File: src/rtl/dsp_sample_pkg.sv
// Shared types and widths for the DSP sample controller.
package dsp_sample_pkg;

  localparam int SAMPLE_W = 16;
  localparam int CNT_W    = 16;

  typedef enum logic [1:0] {
    IDLE  = 2'd0,
    ALIGN = 2'd1,
    RUN   = 2'd2
  } state_t;

endpackage

File: src/rtl/sample_fifo.sv
// Synchronous sample FIFO with registered output and occupancy.
// A pop on an empty FIFO together with a push forwards the pushed word
// straight to dout; a push on a full FIFO together with a pop is accepted.
module sample_fifo
  import dsp_sample_pkg::*;
#(
  parameter int DEPTH = 8,
  parameter int W     = SAMPLE_W
) (
  input  logic                   clk,
  input  logic                   reset,
  input  logic                   clear,
  input  logic                   push,
  input  logic [W-1:0]           din,
  input  logic                   pop,
  output logic [W-1:0]           dout,
  output logic                   full,
  output logic                   empty,
  output logic [$clog2(DEPTH):0] level,
  output logic                   pop_ok
);

  localparam int AW = $clog2(DEPTH);
  localparam int LW = AW + 1;

  logic [W-1:0]  mem [DEPTH];
  logic [AW-1:0] wptr;
  logic [AW-1:0] rptr;
  logic          wr_en;
  logic          rd_en;
  logic          bypass;

  // Decode accepted push/pop from occupancy.
  always_comb begin
    full   = (level == LW'(DEPTH));
    empty  = (level == '0);
    rd_en  = pop && !empty;
    bypass = pop && push && empty;
    wr_en  = push && !bypass && (!full || pop);
    pop_ok = rd_en || bypass;
  end

  // Storage array, written without reset.
  always_ff @(posedge clk) begin
    if (wr_en) mem[wptr] <= din;
  end

  // Pointers, occupancy and registered read data.
  always_ff @(posedge clk) begin
    if (reset || clear) begin
      wptr  <= '0;
      rptr  <= '0;
      level <= '0;
      dout  <= '0;
    end else begin
      if (wr_en) wptr <= wptr + AW'(1);
      if (rd_en) begin
        rptr <= rptr + AW'(1);
        dout <= mem[rptr];
      end else if (bypass) begin
        dout <= din;
      end
      case ({wr_en, rd_en})
        2'b10:   level <= level + LW'(1);
        2'b01:   level <= level - LW'(1);
        default: level <= level;
      endcase
    end
  end

endmodule

File: src/rtl/dsp_sample_ctrl.sv
// Sample controller between decimator/interpolator and CPU FIFOs.
// Build option: define DSP_SAMPLE_CTRL_STATS_EN to get saturating overflow
// and underrun counters; otherwise ovf_cnt/udf_cnt are tied to zero.
module dsp_sample_ctrl
  import dsp_sample_pkg::*;
#(
  parameter int DEPTH = 8,
  parameter int RATE  = 32
) (
  input  logic                       sys_clk,
  input  logic                       reset,
  input  logic                       enable,
  input  logic signed [SAMPLE_W-1:0] down_data,
  input  logic                       down_valid,
  input  logic                       rd_req,
  output logic signed [SAMPLE_W-1:0] rd_data,
  output logic                       rd_valid,
  output logic [$clog2(DEPTH):0]     rx_level,
  input  logic                       wr_req,
  input  logic signed [SAMPLE_W-1:0] wr_data,
  output logic [$clog2(DEPTH):0]     tx_level,
  output logic signed [SAMPLE_W-1:0] up_data,
  output logic                       up_tick,
  output logic [1:0]                 state,
  output logic [CNT_W-1:0]           ovf_cnt,
  output logic [CNT_W-1:0]           udf_cnt
);

  localparam int CW = $clog2(RATE);

  state_t        cur_state;
  state_t        next_state;
  logic [CW-1:0] rate_cnt;
  logic          active;
  logic          fire;
  logic          rx_push;
  logic          rx_pop;
  logic          tx_push;
  logic          tx_pop;
  logic          rx_full;
  logic          rx_empty;
  logic          rx_pop_ok;
  logic          tx_full;
  logic          tx_empty;
  logic          tx_pop_ok;
  logic          unused_tx;

  // Next-state and datapath control. Everything is gated by enable so the
  // edge that leaves for IDLE already clears the FIFOs and suppresses ticks.
  always_comb begin
    next_state = cur_state;
    case (cur_state)
      IDLE:    next_state = ALIGN;
      ALIGN:   if (down_valid) next_state = RUN;
      RUN:     next_state = RUN;
      default: next_state = IDLE;
    endcase
    if (!enable) next_state = IDLE;
    active  = enable && (cur_state != IDLE);
    fire    = enable && (cur_state == RUN) && (rate_cnt == CW'(RATE - 1));
    rx_push = active && down_valid;
    rx_pop  = active && rd_req;
    tx_push = active && wr_req;
    tx_pop  = fire && !tx_empty;
  end

  // State register.
  always_ff @(posedge sys_clk) begin
    if (reset) cur_state <= IDLE;
    else       cur_state <= next_state;
  end

  // Rate counter: held at zero outside RUN, so the ALIGN->RUN edge loads 0.
  always_ff @(posedge sys_clk) begin
    if (reset || fire || !enable || cur_state != RUN) rate_cnt <= '0;
    else                                              rate_cnt <= rate_cnt + CW'(1);
  end

  // Registered strobes.
  always_ff @(posedge sys_clk) begin
    if (reset) begin
      rd_valid <= 1'b0;
      up_tick  <= 1'b0;
    end else begin
      rd_valid <= rx_pop_ok;
      up_tick  <= fire;
    end
  end

  sample_fifo #(.DEPTH(DEPTH), .W(SAMPLE_W)) u_rx (
    .clk    (sys_clk),
    .reset  (reset),
    .clear  (!active),
    .push   (rx_push),
    .din    (down_data),
    .pop    (rx_pop),
    .dout   (rd_data),
    .full   (rx_full),
    .empty  (rx_empty),
    .level  (rx_level),
    .pop_ok (rx_pop_ok)
  );

  sample_fifo #(.DEPTH(DEPTH), .W(SAMPLE_W)) u_tx (
    .clk    (sys_clk),
    .reset  (reset),
    .clear  (!active),
    .push   (tx_push),
    .din    (wr_data),
    .pop    (tx_pop),
    .dout   (up_data),
    .full   (tx_full),
    .empty  (tx_empty),
    .level  (tx_level),
    .pop_ok (tx_pop_ok)
  );

  assign state     = cur_state;
  assign unused_tx = tx_full ^ tx_pop_ok ^ rx_empty;

`ifdef DSP_SAMPLE_CTRL_STATS_EN
  logic ovf_evt;
  logic udf_evt;

  assign ovf_evt = rx_push && rx_full && !rx_pop;
  assign udf_evt = fire && tx_empty;

  // Saturating event counters, cleared only by reset.
  always_ff @(posedge sys_clk) begin
    if (reset) begin
      ovf_cnt <= '0;
      udf_cnt <= '0;
    end else begin
      if (ovf_evt && ovf_cnt != '1) ovf_cnt <= ovf_cnt + CNT_W'(1);
      if (udf_evt && udf_cnt != '1) udf_cnt <= udf_cnt + CNT_W'(1);
    end
  end
`else
  logic unused_stats;

  assign unused_stats = rx_full;
  assign ovf_cnt      = '0;
  assign udf_cnt      = '0;
`endif

endmodule

File: config.mk
export PLATFORM = sky130hd
export DESIGN_NAME = dsp_sample_ctrl
export DESIGN_NICKNAME = d
export VERILOG_FILES = /design/src/rtl/dsp_sample_pkg.sv /design/src/rtl/sample_fifo.sv /design/src/rtl/dsp_sample_ctrl.sv
export SDC_FILE = /design/constraint.sdc
export NUM_CORES = 1
export LEC_CHECK = 0
export BUFFER_PORTS_ARGS = -buffer_cell sky130_fd_sc_hd__buf_2
export CORE_MARGIN = 2
export CORE_UTILIZATION = 50
export CTS_BUF_LIST = sky130_fd_sc_hd__clkbuf_2 sky130_fd_sc_hd__clkbuf_4 sky130_fd_sc_hd__clkbuf_8
export DETAILED_ROUTE_END_ITERATION = 6
export HOLD_SLACK_MARGIN = 0.06
export PLACE_DENSITY = 0.8
export SLEW_MARGIN = 10
export SYNTH_ARGS = -nofsm -noshare
export SYNTH_HDL_FRONTEND = slang
export SYNTH_SLANG_ARGS = --single-unit
File: constraint.sdc
create_clock -name sys_clk -period 3.6 [get_ports sys_clk]
set_input_delay 0.72 -clock sys_clk [delete_from_list [all_inputs] [get_ports sys_clk]]
set_output_delay 0.72 -clock sys_clk [all_outputs]
set_load 0.01 [all_outputs]
After elaboration in Yosys (flattened, before gate mapping)
Memory sizes are Yosys's and may differ from the RTL's. A register that Yosys moved wholly into a read port is not among the register bits.
Cells that the tools add are included.
{"block": "word_totals", "inputBits": 38, "memories": 2, "ff_bits": 45, "out_inout_bits": 76, "ram_bits": 256, "word_cells": 87}
{"memory": "u_rx.mem", "words": 8, "word_bits": 16, "read_ports": 1, "rd_clocked_by_memory_dff": 1, "wr": 1, "line_no": "sample_fifo.sv:26", "rtl": "logic [W-1:0] mem [DEPTH];"}
{"memory": "u_tx.mem", "words": 8, "word_bits": 16, "read_ports": 1, "rd_clocked_by_memory_dff": 1, "wr": 1, "line_no": "sample_fifo.sv:26"}
{"block": "op_classes", "reduce_logical": 41, "bitwise_logic": 1, "muxes": 12, "eq_ne": 11, "add_sub_neg": 9}
{"cell": "16-bit 2-to-1 mux", "n": 2}
{"cell": "1-bit logical AND", "n": 17}
{"cell": "4-bit case mux with 2 select lines", "n": 2}
{"cell": "3-bit by 1-bit adder with 3-bit output (second input constant)", "n": 4}
{"cell": "2-bit nonzero test", "n": 5}
{"cell": "4-bit by 1-bit adder with 4-bit output (second input constant)", "n": 2}
{"cell": "4-bit equality test (second input constant)", "n": 2}
{"cell": "1-bit logical NOT", "n": 8}
{"cell": "4-bit logical NOT", "n": 2}
{"cell": "4-bit by 1-bit subtractor with 4-bit output (second input constant)", "n": 2}
{"cell": "1-bit logical OR", "n": 7}
{"cell": "2-bit by 1-bit equality test with 1-bit output (second input constant)", "n": 3}
{"cell": "2-bit equality test (second input constant)", "n": 3}
{"cell": "3-bit 2-to-1 mux", "n": 2}
{"cell": "2-bit case mux with 3 select lines", "n": 1}
{"cell": "5-bit by 1-bit adder with 5-bit output (second input constant)", "n": 1}
{"cell": "5-bit equality test (second input constant)", "n": 1}
{"cell": "1-bit 2-to-1 mux", "n": 4}
{"cell": "2-bit inequality test (second input constant)", "n": 2}
{"cell": "2-bit logical NOT", "n": 1}
{"cell": "2-bit 2-to-1 mux", "n": 1}
{"cell": "2-bit OR reduction", "n": 1}
{"cell": "1-bit NOT", "n": 1}

Logic depth before layout (Yosys ltp)
{"block": "logic_depth", "depth_word": 11, "ltp_mapped": 13, "ltp_nobuf": 12}

By module
A second synthesis with hierarchy kept.
{"block": "unflattened", "hier_cells": 732, "hier_area_um2": 12852.3}
{"mod": "sample_fifo (u_tx)", "cells_per_inst": 330, "area_each_um2": 6112.1, "n_inst": 1}
{"mod": "sample_fifo (u_rx)", "cells_per_inst": 326, "area_each_um2": 6084.6, "n_inst": 1}
{"mod": "dsp_sample_ctrl", "cells_per_inst": 76, "area_each_um2": 655.6, "n_inst": 1}

Worst setup path after synthesis
OpenSTA, ideal clock, no wires.
{"block": "synth_path", "path_kind": "register to register", "startpoint": "register cur_state[0] (netlist: state[0])", "endpoint": "memory u_rx.mem[2][0] (netlist name), enable pin", "slack_ns": 0.212, "arrival_time_ns": 2.952, "n_path_buf": 0, "stages_incl_launch_ff": 6, "required_ns": 3.164, "path_cell_list": "dfxtp_1 -> inv_1 -> ha_1 -> and2b_2 -> o211ai_2 -> nor4b_1"}
{"block": "synth_via", "elab_chain_len": 10, "word_cells_on_any_way": 12, "cone_classes": "mux (2); reduce/logical (10)"}
{"item": "from (decl)", "line_no": "dsp_sample_ctrl.sv:31", "rtl": "state_t cur_state;"}
{"item": "from (signal assigned)", "line_no": "dsp_sample_ctrl.sv:70", "rtl": "else cur_state <= next_state;"}
{"item": "2-bit nonzero test (*)", "line_no": "dsp_sample_ctrl.sv:59", "rtl": "active = enable && (cur_state != IDLE);"}
{"item": "1-bit logical AND (*)", "line_no": "dsp_sample_ctrl.sv:59"}
{"item": "1-bit logical AND (on tied branches)", "line_no": "dsp_sample_ctrl.sv:62, dsp_sample_ctrl.sv:61"}
{"item": "1-bit logical AND (2 in a row)", "line_no": "sample_fifo.sv:38", "rtl": "bypass = pop && push && empty;"}
{"item": "1-bit logical NOT", "line_no": "sample_fifo.sv:39", "rtl": "wr_en = push && !bypass && (!full || pop);"}
{"item": "1-bit logical AND", "line_no": "sample_fifo.sv:39"}
{"item": "1-bit logical AND (*)", "line_no": "sample_fifo.sv:39"}
{"item": "1-bit 2-to-1 mux (*)", "line_no": "sample_fifo.sv:45", "rtl": "if (wr_en) mem[wptr] <= din;"}
{"item": "1-bit 2-to-1 mux (implied by the code) (*)", "line_no": "sample_fifo.sv:45"}
{"item": "to (decl)", "line_no": "sample_fifo.sv:26"}
Mark *: on every way between the ends. The rest lies on a longest branch, timed or not.

Worst setup path in the final report
{"block": "layout_path", "startpoint": "register cur_state[0] (netlist: state[0])", "endpoint": "register u_rx.level[3]"}
{"block": "layout_via", "elab_chain_len": 10, "word_cells_on_any_way": 17, "cone_classes": "eq/ne (2); mux (1); reduce/logical (14)"}
{"item": "2-bit nonzero test (*)", "line_no": "dsp_sample_ctrl.sv:59"}
{"item": "1-bit logical AND (*)", "line_no": "dsp_sample_ctrl.sv:59"}
{"item": "1-bit logical AND (on tied branches)", "line_no": "dsp_sample_ctrl.sv:62, dsp_sample_ctrl.sv:61"}
{"item": "1-bit logical AND (2 in a row)", "line_no": "sample_fifo.sv:38"}
{"item": "1-bit logical NOT", "line_no": "sample_fifo.sv:39"}
{"item": "1-bit logical AND (2 in a row)", "line_no": "sample_fifo.sv:39"}
{"item": "2-bit by 1-bit equality test with 1-bit output or 2-bit equality test (tied branches)", "line_no": "sample_fifo.sv:63", "rtl": "case ({wr_en, rd_en})"}
{"item": "4-bit case mux with 2 select lines or 2-bit nonzero test (tied branches)"}
{"item": "to (signal assigned)", "line_no": "sample_fifo.sv:64", "rtl": "2'b10: level <= level + LW'(1);"}
{"item": "to (signal assigned)", "line_no": "sample_fifo.sv:65", "rtl": "2'b01: level <= level - LW'(1);"}
{"item": "to (signal assigned)", "line_no": "sample_fifo.sv:66", "rtl": "default: level <= level;"}
{"item": "to (decl)", "line_no": "sample_fifo.sv:19", "rtl": "output logic [$clog2(DEPTH):0] level,"}
Marked as above.
A chain may end at the register's enable or synchronous reset.

==> reports/summary.txt <==
status -> finished clean
H-tree depth -> 2
Critical path origin -> state[0]
post-synthesis mux area share -> 12.8%
Setup Buffers After CTS -> 0
Tmin final -> 2.91 ns
sequential cell fraction of total power -> 55.3%
Post-Synth XOR/XNOR Area -> 0.964%
worst reg2reg startpoint -> state[0]
Final Instance Count excl. Fillers -> 1,229
synth-to-layout area growth -> 13.9%
Simple-Gate Fraction of Synth Area -> 4.31%
antenna-violating nets left -> 0
Final Worst Setup Slack -> 0.693 ns
post_cts resized -> 0
Fin. Hold Viols -> 0
Met1 Wirelength -> 9.73 mm
Critical Path End Type -> register
Syn Inst Count -> 737
share of layout cells above drive strength 1 -> 29.6%
cell leakage power -> 0.00494 uW
Mapped Area -> 12,700 sq um
clk buf depth -> 3
Final setup viols -> 0
CTS Buf Count -> 50
commonest cells in the netlist -> edfxtp_1 (256), dfxtp_1 (64), mux2i_1 (55)
Hold Slack -> 0.415 ns
via-per-instance ratio -> 5.56
pre-CTS setup slack -> 0.581 ns
largest net degree at the start of global routing -> 34
worst path cell trace -> inv_1, ha_1, and3b_1, nand2_4, inv_4, ha_1, ha_1, a21o_1, a21oi_1, mux2i_1, mux2i_1
vias in the first global route -> 6,875
number of cell rows -> 58
most frequent cell after synthesis -> edfxtp_1
Yosys reg bits -> 320
Seq/Total Area, Yosys -> 70.5%
Main synth FF type -> edfxtp_1
Num Clock Sinks -> 320
Post-DP HPWL -> 15.0 mm
initial antenna violation count -> 1
RSZ-0062 raised after global routing -> no
Psw -> 1480 uW
Fillers -> 1,840
via count -> 6,835
clock group share of total power -> 42.9%
I/O Pins -> 114
Worst Hold Launch -> reset
chip height -> 163 um
compound-cell area share of the yosys netlist -> 5.74%
synth top area cells -> edfxtp_1 (60%), dfxtp_1 (10%), mux4_2 (8.5%)
critical path arrival -> 3.39 ns
root buffer cell -> clkbuf_8
kind of critical path -> reg -> reg
worst vdd ir -> 0.404 mV
PD cells -> 500 nW/um^2
worst r2r path cells -> 11
Yosys cell types -> 50
Die W -> 163 um
DRC viols -> 0
detailed-route wire length -> 24.8 mm
Initial DRC Count -> 580
Hold Path Depth -> 2
CTS tree -> done
port buffer count -> 81
Worst-Margin Slew -> 1.19 ns
most frequent CP cell -> ha_1
combinational fraction of design power -> 1.8%
CP required -> 4.08 ns
wire per inst -> 20.2 um
EDFF count, synth -> 256
top-area cell type share of the netlist area -> 60.5%
Max Clock Freq -> 344 MHz
area of the die -> 26,700 sq um
Startpoint Class -> register
Post-layout nets -> 911
grt total ovfl -> 0
Crit-path slowest cell -> dfxtp_1
Sw Share -> 20.4%
Met2 Wirelength -> 12.7 mm
First-pass DRT Iterations -> 5
core footprint -> 25,100 sq um
Placed Cells -> 1,135
largest area contributor in the netlist -> edfxtp_1
worst-skew pair later-pin latency -> 0.57 ns
Final Wtd Congestion -> 0.769
Tot GR Track Use -> 18.7%
fraction of the cycle the final worst path needs -> 80.8%
adder-cell share of the synthesized area -> 1.63%
worst hold-check path type -> in -> reg
Initial Util -> 50.6%
slowest cell delay on critical path -> 0.37 ns
top sig layer -> met5
Clock Skew -> 0.0419 ns
Max-slew headroom -> 20.8%
max_cap viols -> 0
setup TNS -> 0 ns
Ys Warns -> 0
Int Pwr -> 5760 uW
worst-path maximum fanout -> 19
# hold bufs at CTS -> 0
Max Slew Vio Count -> 0
# diodes -> 0
met3 routed WL -> 1.75 mm
ys async rst share -> 0%
clock transition at the registers of the reported paths -> 0.06 ns
largest family of logic cells by synthesized area -> multiplexers
syn avg cell area -> 17.3 sq um
first-pass GRT wire length -> 37.8 mm
## power by group through the flow
stage	sequential (uW)	clock, uW	combinational [uW]
after floorplan	4080	0	81.2
after global placement	4080	0	125
after detailed placement	4080	0	132
after CTS	4000	3180	132
after global routing	4000	3340	148
final	4000	3110	133
## registers in the layout, summed over array words and instances (netlist names), 4 cells and up, named ones only
register and count:
u_rx.dout 16, u_rx.level 4, rate_cnt 5, u_tx.dout 16, u_tx.level 4, u_rx.mem 128, u_tx.mem 128
## cell type report
cell class | count | area [sq um] | area share, %
sequential | 320 | 8970 | 61.9
clock buffer | 78 | 930 | 6.42
inverter | 7 | 28.8 | 0.199
tap | 330 | 413 | 2.85
clock inverter | 16 | 125 | 0.864
timing repair buffer | 106 | 606 | 4.18
multi-input combinational | 372 | 3410 | 23.5
## critical path, delay by kind of cell (launching register included)
| kind | cells | cell delay (ns) |
|---|---|---|
| AOI/OAI and AO/OA | 2 | 0.35 |
| adders and majority gates | 3 | 0.75 |
| buffers and inverters | 2 | 0.36 |
| DFF | 1 | 0.37 |
| muxes | 2 | 0.45 |
| and+or+nand+nor | 2 | 0.52 |
## cell usage in the layout, fill, tap and decap left out, types with 13 or more instances in the layout
cell type  count
clkbuf_4      23
o211ai_1      17
ha_1          15
nand2_1       26
buf_2         81
clkbuf_8      55
mux2i_1       55
edfxtp_1     256
o2bb2ai_1     16
a31oi_1       16
a22oi_1       16
dfxtp_1       62
o21ai_1       13
buf_4         24
conb_1        32
nor2_1        31
mux4_2        48
## cells by family (layout without fill, tap and decap cells)
logic type | count (synthesis) | in the layout
compound gates | 105 | 105
mux | 103 | 103
buf+inv | 76 | 207
simple gates | 102 | 102
flops | 320 | 320
xor+xnor | 14 | 14
other cells | 1 | 32
fa+ha+maj | 16 | 16
## final timing paths
path,slack (ns),endpoint
worst max-delay path,0.69,u_rx.level[3]
worst min-delay path,0.41,up_tick
worst max register to register,0.69,u_rx.level[3]
worst min register to register,0.45,rate_cnt[0]
## per-stage QoR
step,utilization [%],cell area (sq um),power [uW]
detailed placement,53.5,13400,4210
finish,57.7,14500,7240
CTS,57.7,14500,7310
global route,57.7,14500,7480
global placement,53.5,13400,4200
floorplan,-,12800,4160
## metal layers
layer / GRT usage, % / vias to the layer above
li1: - / 3090
met1: 23.2 / 3384
met2: 32.8 / 295
met3: 3.89 / 64
met4: 6.38 / 2
met5: 0 / -
Note: power is estimated with default switching activity, not from simulation.
